### config.mk
export PLATFORM = sky130hd
export DESIGN_NAME = mul_add_seq
export DESIGN_NICKNAME = d
export VERILOG_FILES = /design/src/rtl/mul_add_seq.sv
export SDC_FILE = /design/constraint.sdc
export NUM_CORES = 1
export LEC_CHECK = 0
export BUFFER_PORTS_ARGS = -buffer_cell sky130_fd_sc_hd__clkbuf_2
export CAP_MARGIN = 15
export CORE_MARGIN = 10
export CORE_UTILIZATION = 35
export CTS_BUF_LIST = sky130_fd_sc_hd__clkbuf_8 sky130_fd_sc_hd__clkbuf_16
export CTS_CLUSTER_DIAMETER = 150
export DETAILED_ROUTE_END_ITERATION = 10
export GPL_TIMING_DRIVEN = 0
export PLACE_DENSITY_LB_ADDON = 0.3
export SLEW_MARGIN = 20
export SYNTH_ARGS = -nofsm -noshare
export SYNTH_HDL_FRONTEND = slang
export SYNTH_SLANG_ARGS = --single-unit
### constraint.sdc
create_clock -name clk -period 5.64 [get_ports clk]
set_input_delay 0.282 -clock clk [delete_from_list [all_inputs] [get_ports clk]]
set_output_delay 0.282 -clock clk [all_outputs]
set_load 0.1 [all_outputs]
### src/rtl/mul_add_seq.sv
// rtl/mul_add_seq.sv - sequential shift-add multiply-accumulate: product = multiplier*multiplicand + addend
// Rebuilds a dividend from a quotient, divisor and remainder, one multiplier bit per cycle.
module mul_add_seq #(
    parameter int len_q = 24
) (
    input  logic                  clk,
    input  logic                  rst,
    input  logic                  in_valid,
    output logic                  in_ready,
    input  logic [len_q-1:0]      multiplier,
    input  logic [23:0]           multiplicand,
    input  logic [23:0]           addend,
    output logic                  out_valid,
    input  logic                  out_ready,
    output logic [len_q+23:0]     product,
    output logic                  rem_ok
);

    localparam int PW = len_q + 24;
    localparam int CW = $clog2(len_q + 1);
    localparam logic [CW-1:0] LAST = CW'(len_q - 1);

    typedef enum logic [1:0] {IDLE, BUSY, DONE} state_t;

    state_t           r_state;
    state_t           w_next;
    logic             w_accept;
    logic [len_q-1:0] r_mplier;
    logic [23:0]      r_mcand;
    logic [CW-1:0]    r_cnt;
    logic [PW-1:0]    r_acc;
    logic             r_rem_ok;
    logic [PW-1:0]    w_term;

    always_ff @(posedge clk) begin
        if (rst) begin
            r_state <= IDLE;
        end else begin
            r_state <= w_next;
        end
    end

    always_comb begin
        w_next   = r_state;
        w_accept = 1'b0;
        case (r_state)
            IDLE: begin
                if (in_valid) begin
                    w_accept = 1'b1;
                    w_next   = BUSY;
                end
            end
            BUSY: begin
                if (r_cnt == LAST) begin
                    w_next = DONE;
                end
            end
            DONE: begin
                if (out_ready) begin
                    w_next = IDLE;
                end
            end
            default: w_next = IDLE;
        endcase
    end

    // The working multiplier copy shifts right, so bit 0 is always the bit for the current counter.
    assign w_term = r_mplier[0] ? (PW'(r_mcand) << r_cnt) : '0;

    always_ff @(posedge clk) begin
        if (rst) begin
            r_mplier <= '0;
            r_mcand  <= '0;
            r_cnt    <= '0;
            r_acc    <= '0;
            r_rem_ok <= 1'b0;
        end else if (w_accept) begin
            r_mplier <= multiplier;
            r_mcand  <= multiplicand;
            r_cnt    <= '0;
            r_acc    <= PW'(addend);
            r_rem_ok <= (addend < multiplicand);
        end else if (r_state == BUSY) begin
            r_acc    <= r_acc + w_term;
            r_mplier <= r_mplier >> 1;
            r_cnt    <= r_cnt + CW'(1);
        end
    end

    assign in_ready  = (r_state == IDLE);
    assign out_valid = (r_state == DONE);
    assign product   = r_acc;
    assign rem_ok    = r_rem_ok;

endmodule

After elaboration in Yosys (flattened, before gate mapping)
Cells that the tools add are included.
W data, S select, Z words.
{"block": "totals", "wordCells": 32, "romBits": 0, "memories": 0, "reg_bits": 104, "out_inout_bits": 51, "latchBits": 0, "ramBits": 0, "input_bits": 76}
{"block": "op_classes", "shift": 1, "n_addsub": 2, "bitwise_logic": 0, "n_div": 0, "magnitude_cmp": 1, "multipliers": 0, "mux": 11, "n_eq_ne": 6, "reduce_logical": 4}
{"op": "$mux W24", "count": 4}
{"op": "$add A48 B48 Y48", "count": 1}
{"op": "$mux W48", "count": 1}
{"op": "$shl A24 B5 Y48", "count": 1}
{"op": "$lt A24 B24 Y1", "count": 1}
{"op": "$mux W2", "count": 3}
{"op": "$pmux W2 S3", "count": 1}
{"op": "$add A5 B1 Y5 const B", "count": 1}
{"op": "$eq A5 B5 Y1 const B", "count": 1}
{"op": "$ne A2 B2 Y1 const B", "count": 2}
{"op": "$reduce_and A3 Y1", "count": 1}
{"op": "$eq A2 B1 Y1 const B", "count": 1}
{"op": "$eq A2 B2 Y1 const B", "count": 1}
{"op": "$logic_not A2 Y1", "count": 1}
{"op": "$mux W1", "count": 2}
{"op": "$ne A2 B1 Y1 const B", "count": 1}
{"op": "$reduce_bool A2 Y1", "count": 1}
{"op": "$reduce_or A2 Y1", "count": 1}

Logic depth before layout (Yosys ltp)
{"block": "depth", "depth_word": 5, "depth_mapped": 22, "mapped_depth_nobuf": 19}

Least setup slack after synthesis
Ideal clock, no wire load.
{"block": "synth_timing", "path_type": "register to register", "startpoint": "reg r_cnt[1]", "endpoint": "reg r_acc[47] (netlist: product[47])", "setup_ns": 0.070, "stages_incl_launch_ff": 22, "synth_period_minus_slack_ns": 4.241, "arrival_time_ns": 4.171, "slack_ns": 1.399, "required_ns": 5.570, "cell_sequence": "dfxtp_1 -> buf_1 -> buf_2 -> inv_1 -> a31oi_1 -> nor2_1 -> a21oi_1 -> mux2_2 -> mux2i_1 -> and2_1 -> ha_1 -> buf_2 -> a21oi_1 -> o211ai_1 -> a211oi_1 -> o21a_1 -> o22a_1 -> o211ai_2 -> a221oi_2 -> xnor2_1 -> or3_1 -> a21oi_1"}
{"block": "synth_via", "elab_chain_len": 3}
{"item": "start, declared", "line_no": "30", "text": "logic [CW-1:0] r_cnt;"}
{"item": "start signal, assigned", "line_no": "86", "text": "r_cnt <= r_cnt + CW'(1);"}
{"item": "$shl A24 B5 Y48", "line_no": "68", "text": "assign w_term = r_mplier[0] ? (PW'(r_mcand) << r_cnt) : '0;"}
{"item": "$mux W48", "line_no": "68"}
{"item": "$add A48 B48 Y48", "line_no": "84", "text": "r_acc <= r_acc + w_term;"}
{"item": "end signal, assigned", "line_no": "81", "text": "r_acc <= PW'(addend);"}
{"item": "end signal, assigned", "line_no": "84"}
{"item": "end, declared", "line_no": "31", "text": "logic [PW-1:0] r_acc;"}
No other way between the ends.
A chain may end at the register's enable or synchronous reset.

Worst setup path in the final report
{"block": "layout_timing", "startpoint": "reg r_cnt[1]", "endpoint": "reg r_acc[44] (netlist: product[44])"}
The elaborated chain is that of the path after synthesis.

==> flow_metrics.py <==
metrics = {
    "floorplan": {
        "die_w_um": 174.8,
        "initial_core_util": 0.3562,
        "die_area_um2": 30550,
        "die_h_um": 174.8,
        "design.core.area_um2": 23540,
        "ios": 127,
        "core.rowCount": 56,
    },
    "layout": {
        "drive_gt1_frac": 0.1519,
        "layout_commonest_cell": "nand2_1",
        "layout_common_cells": "nand2_1 (181), a21oi_1 (133), clkbuf_2 (126)",
        "final_nets": 1394,
        "antennaDiodeCount": 0,
        "area_growth_pct": 16.04,
        "regArea_um2": 2082,
        "fill_cells": 2516,
        "multi_input_area_um2": 5892,
    },
    "pwr": {
        "finalPower_mw": 1.982,
        "power_per_cell_area_nw_per_um2": 203.7,
        "p_leak_nw": 4.057,
        "irDropWorstVdd_mv": 0.1602,
    },
    "detailed_routing": {
        "vias_per_cell": 5.546,
        "drtPass1Iterations": 5,
        "drc_errors": 0,
        "wl_per_cell_um": 19.35,
        "drt_iter0_drc": 691,
        "num_vias": 8708,
        "routed_wl_um": 30390,
        "ant_nets": 0,
    },
    "sta": {
        "clock_skew_ps": 19.92,
        "fmax_mhz": 189.6,
        "min_period_ps": 5273,
        "rsz0062_at_grt": "no",
        "slew_violations": 0,
        "setup-violations-final": 0,
        "slew_headroom": 0.3328,
        "period_share": 0.9350,
        "worstMarginPinSlew_ps": 997.1,
        "fin_setup_tns_ps": 0,
        "hold_viol": 0,
    },
    "global_routing": {
        "antenna_found_initial": 0,
        "grt_pass1_wl_um": 47210,
        "grt_max_degree": 19,
        "grt_util_all_layers": 0.1938,
        "gr-total-overflow": 0,
        "grt_pass1_vias": 8571,
    },
    "clocking": {
        "path_clk_slew_ps": 80,
        "clock-sinks": 104,
        "cts_made_buffers": 9,
        "cts-root-buf": "clkbuf_16",
        "cts_tree": "built",
        "cts_max_level": 3,
        "clkLatencyLatePin_ps": 370,
        "cts_resized": 0,
        "clock_path_buffers": 2,
        "cts_setup_buffers": 0,
        "hold_buffers": 0,
    },
    "run": {
        "maxCapViolations": 0,
    },
    "synth": {
        "synthDistinctLibCells": 67,
        "synthFlopType": "dfxtp_1",
        "seq_area_frac_synth": 0.2483,
        "postSynthAreaPerCell_um2": 7.561,
        "ys_ff_latch": 104,
        "synth-edff-count": 0,
        "synthArstFlopShare": 0,
        "ys_warn_count": 0,
        "synthesis.nets": 1257,
        "synthesis.area_um2": 8386,
        "synth_cells": 1109,
    },
    "critical_path": {
        "worstPathRequired_ps": 5870,
        "crit_path_max_incr_delay_ps": 540,
        "start_kind": "register",
        "critPathKind": "reg2reg",
        "crit_chain": "buf_1 -> clkbuf_1 -> mux4_2 -> a21oi_1 -> mux2_2 -> nor2_1 -> ha_1 -> buf_2 -> a21o_1 -> a21o_1 -> a211oi_1 -> nor2_1 -> a211oi_1 -> o31a_1 -> o21ai_1 -> a41oi_1 -> xor2_1 -> o21ai_1",
        "worstPathArrival_ps": 5500,
        "critPathMaxFanout": 10,
        "end_kind": "register",
        "slowest_stage": "a211oi_1",
        "rrSetupSlack_ps": 370,
    },
    "place": {
        "hpwl_um": 24750,
        "port_buffers": 126,
        "globalplace.congestion": 0.9491,
    },
    "worst_hold_path": {
        "min_path_type": "in2reg",
    },
    "outcome": {
        "status": "finished, final reports clean",
    },
}
[cells in the mapped netlist, types with 5 or more instances]
cell type,count,share of area
nand2_1,181,0.081
a21oi_1,133,0.079
dfxtp_1,104,0.25
nor2_1,92,0.041
ha_1,71,0.11
clkbuf_1,62,0.028
o21ai_0,42,0.025
inv_1,36,0.016
a22oi_1,33,0.030
a21o_1,30,0.027
xnor2_1,25,0.026
xor2_1,23,0.024
mux2i_1,20,0.024
nand3_1,19,0.011
o22ai_1,19,0.014
nand4_1,18,0.013
nor3_1,17,0.010
a211oi_1,13,0.012
mux2_2,13,0.017
mux4_2,13,0.035
o21bai_1,12,0.011
nor2b_1,11,0.0082
and2_1,10,0.0075
o211ai_1,8,0.0072
a2111oi_0,7,0.0073
o21a_1,7,0.0063
o21ai_1,7,0.0042
buf_1,6,0.0027
nand2b_1,5,0.0037
[worst max-delay path, delay by kind of cell (launching register included)]
family / cells / cell delay (ps)
DFF: 1 / 420
adders and majority gates: 1 / 280
buffers and inverters: 3 / 1110
muxes: 2 / 690
and+or+nand+nor: 2 / 120
AOI/OAI and AO/OA: 9 / 2330
xor gates and xnor gates: 1 / 180
[flip-flops by register name, summed over array words and instances (netlist names)]
name,cells
product,48
r_cnt,5
r_mcand,24
r_state,2
r_mplier,24
rem_ok,1
[stage by stage]
stage	instance area, um^2	worst slack [ps]	utilization	std cells	hold slack, ps
after global routing	9731	66.41	0.4133	1570	148.1
after global placement	9415	549.2	0.3999	1554	441.6
after floorplan	8386	1399	-	1109	418.0
after detailed placement	9418	534.9	0.4000	1554	446.0
final	9731	366.7	0.4133	1570	125.6
after CTS	9731	491.1	0.4133	1570	124.1
[power by group]
part           internal, mW  total (mW)  switching [mW]
Sequential            0.771       0.808          0.0365
Clock                 0.363       0.680           0.317
Combinational         0.142       0.494           0.352
[final timing paths]
path | endpoint | cells past startpoint | from
setup / recovery | product[44] | 18 | r_cnt[1]
hold / removal | r_mplier[23] | 3 | multiplier[23]
setup reg to reg | product[44] | 18 | r_cnt[1]
hold reg to reg | r_mplier[1] | 2 | r_mplier[1]
[layout make-up]
class	instances	share of cell area
Multi-Input combinational cell	896	0.6055
Sequential cell	104	0.2140
Timing Repair Buffer	126	0.06481
Tap cell	319	0.04102
Buffer	72	0.02829
Clock buffer	10	0.02456
Inverter	37	0.01427
Clock inverter	6	0.007586
[cells by family (layout without fill, tap and decap cells)]
group | after synthesis | in the layout | share of synthesized area
DFF | 104 | 104 | 0.2483
muxes | 46 | 46 | 0.07625
AOI/OAI and AO/OA | 357 | 357 | 0.2742
adders and majority gates | 72 | 72 | 0.1083
buffers and inverters | 109 | 251 | 0.04939
and+or+nand+nor | 373 | 373 | 0.1934
xor gates and xnor gates | 48 | 48 | 0.05013
[metal layers]
| layer | GRT usage | part of all wire | wire [um] |
|---|---|---|---|
| met1 | 0.2378 | 0.43 | 13190 |
| met2 | 0.3115 | 0.45 | 13560 |
| met3 | 0.05389 | 0.079 | 2413 |
| met4 | 0.08301 | 0.040 | 1217 |
| met5 | 0 | 0 | 0 |
(Power assumes the default switching activity.)
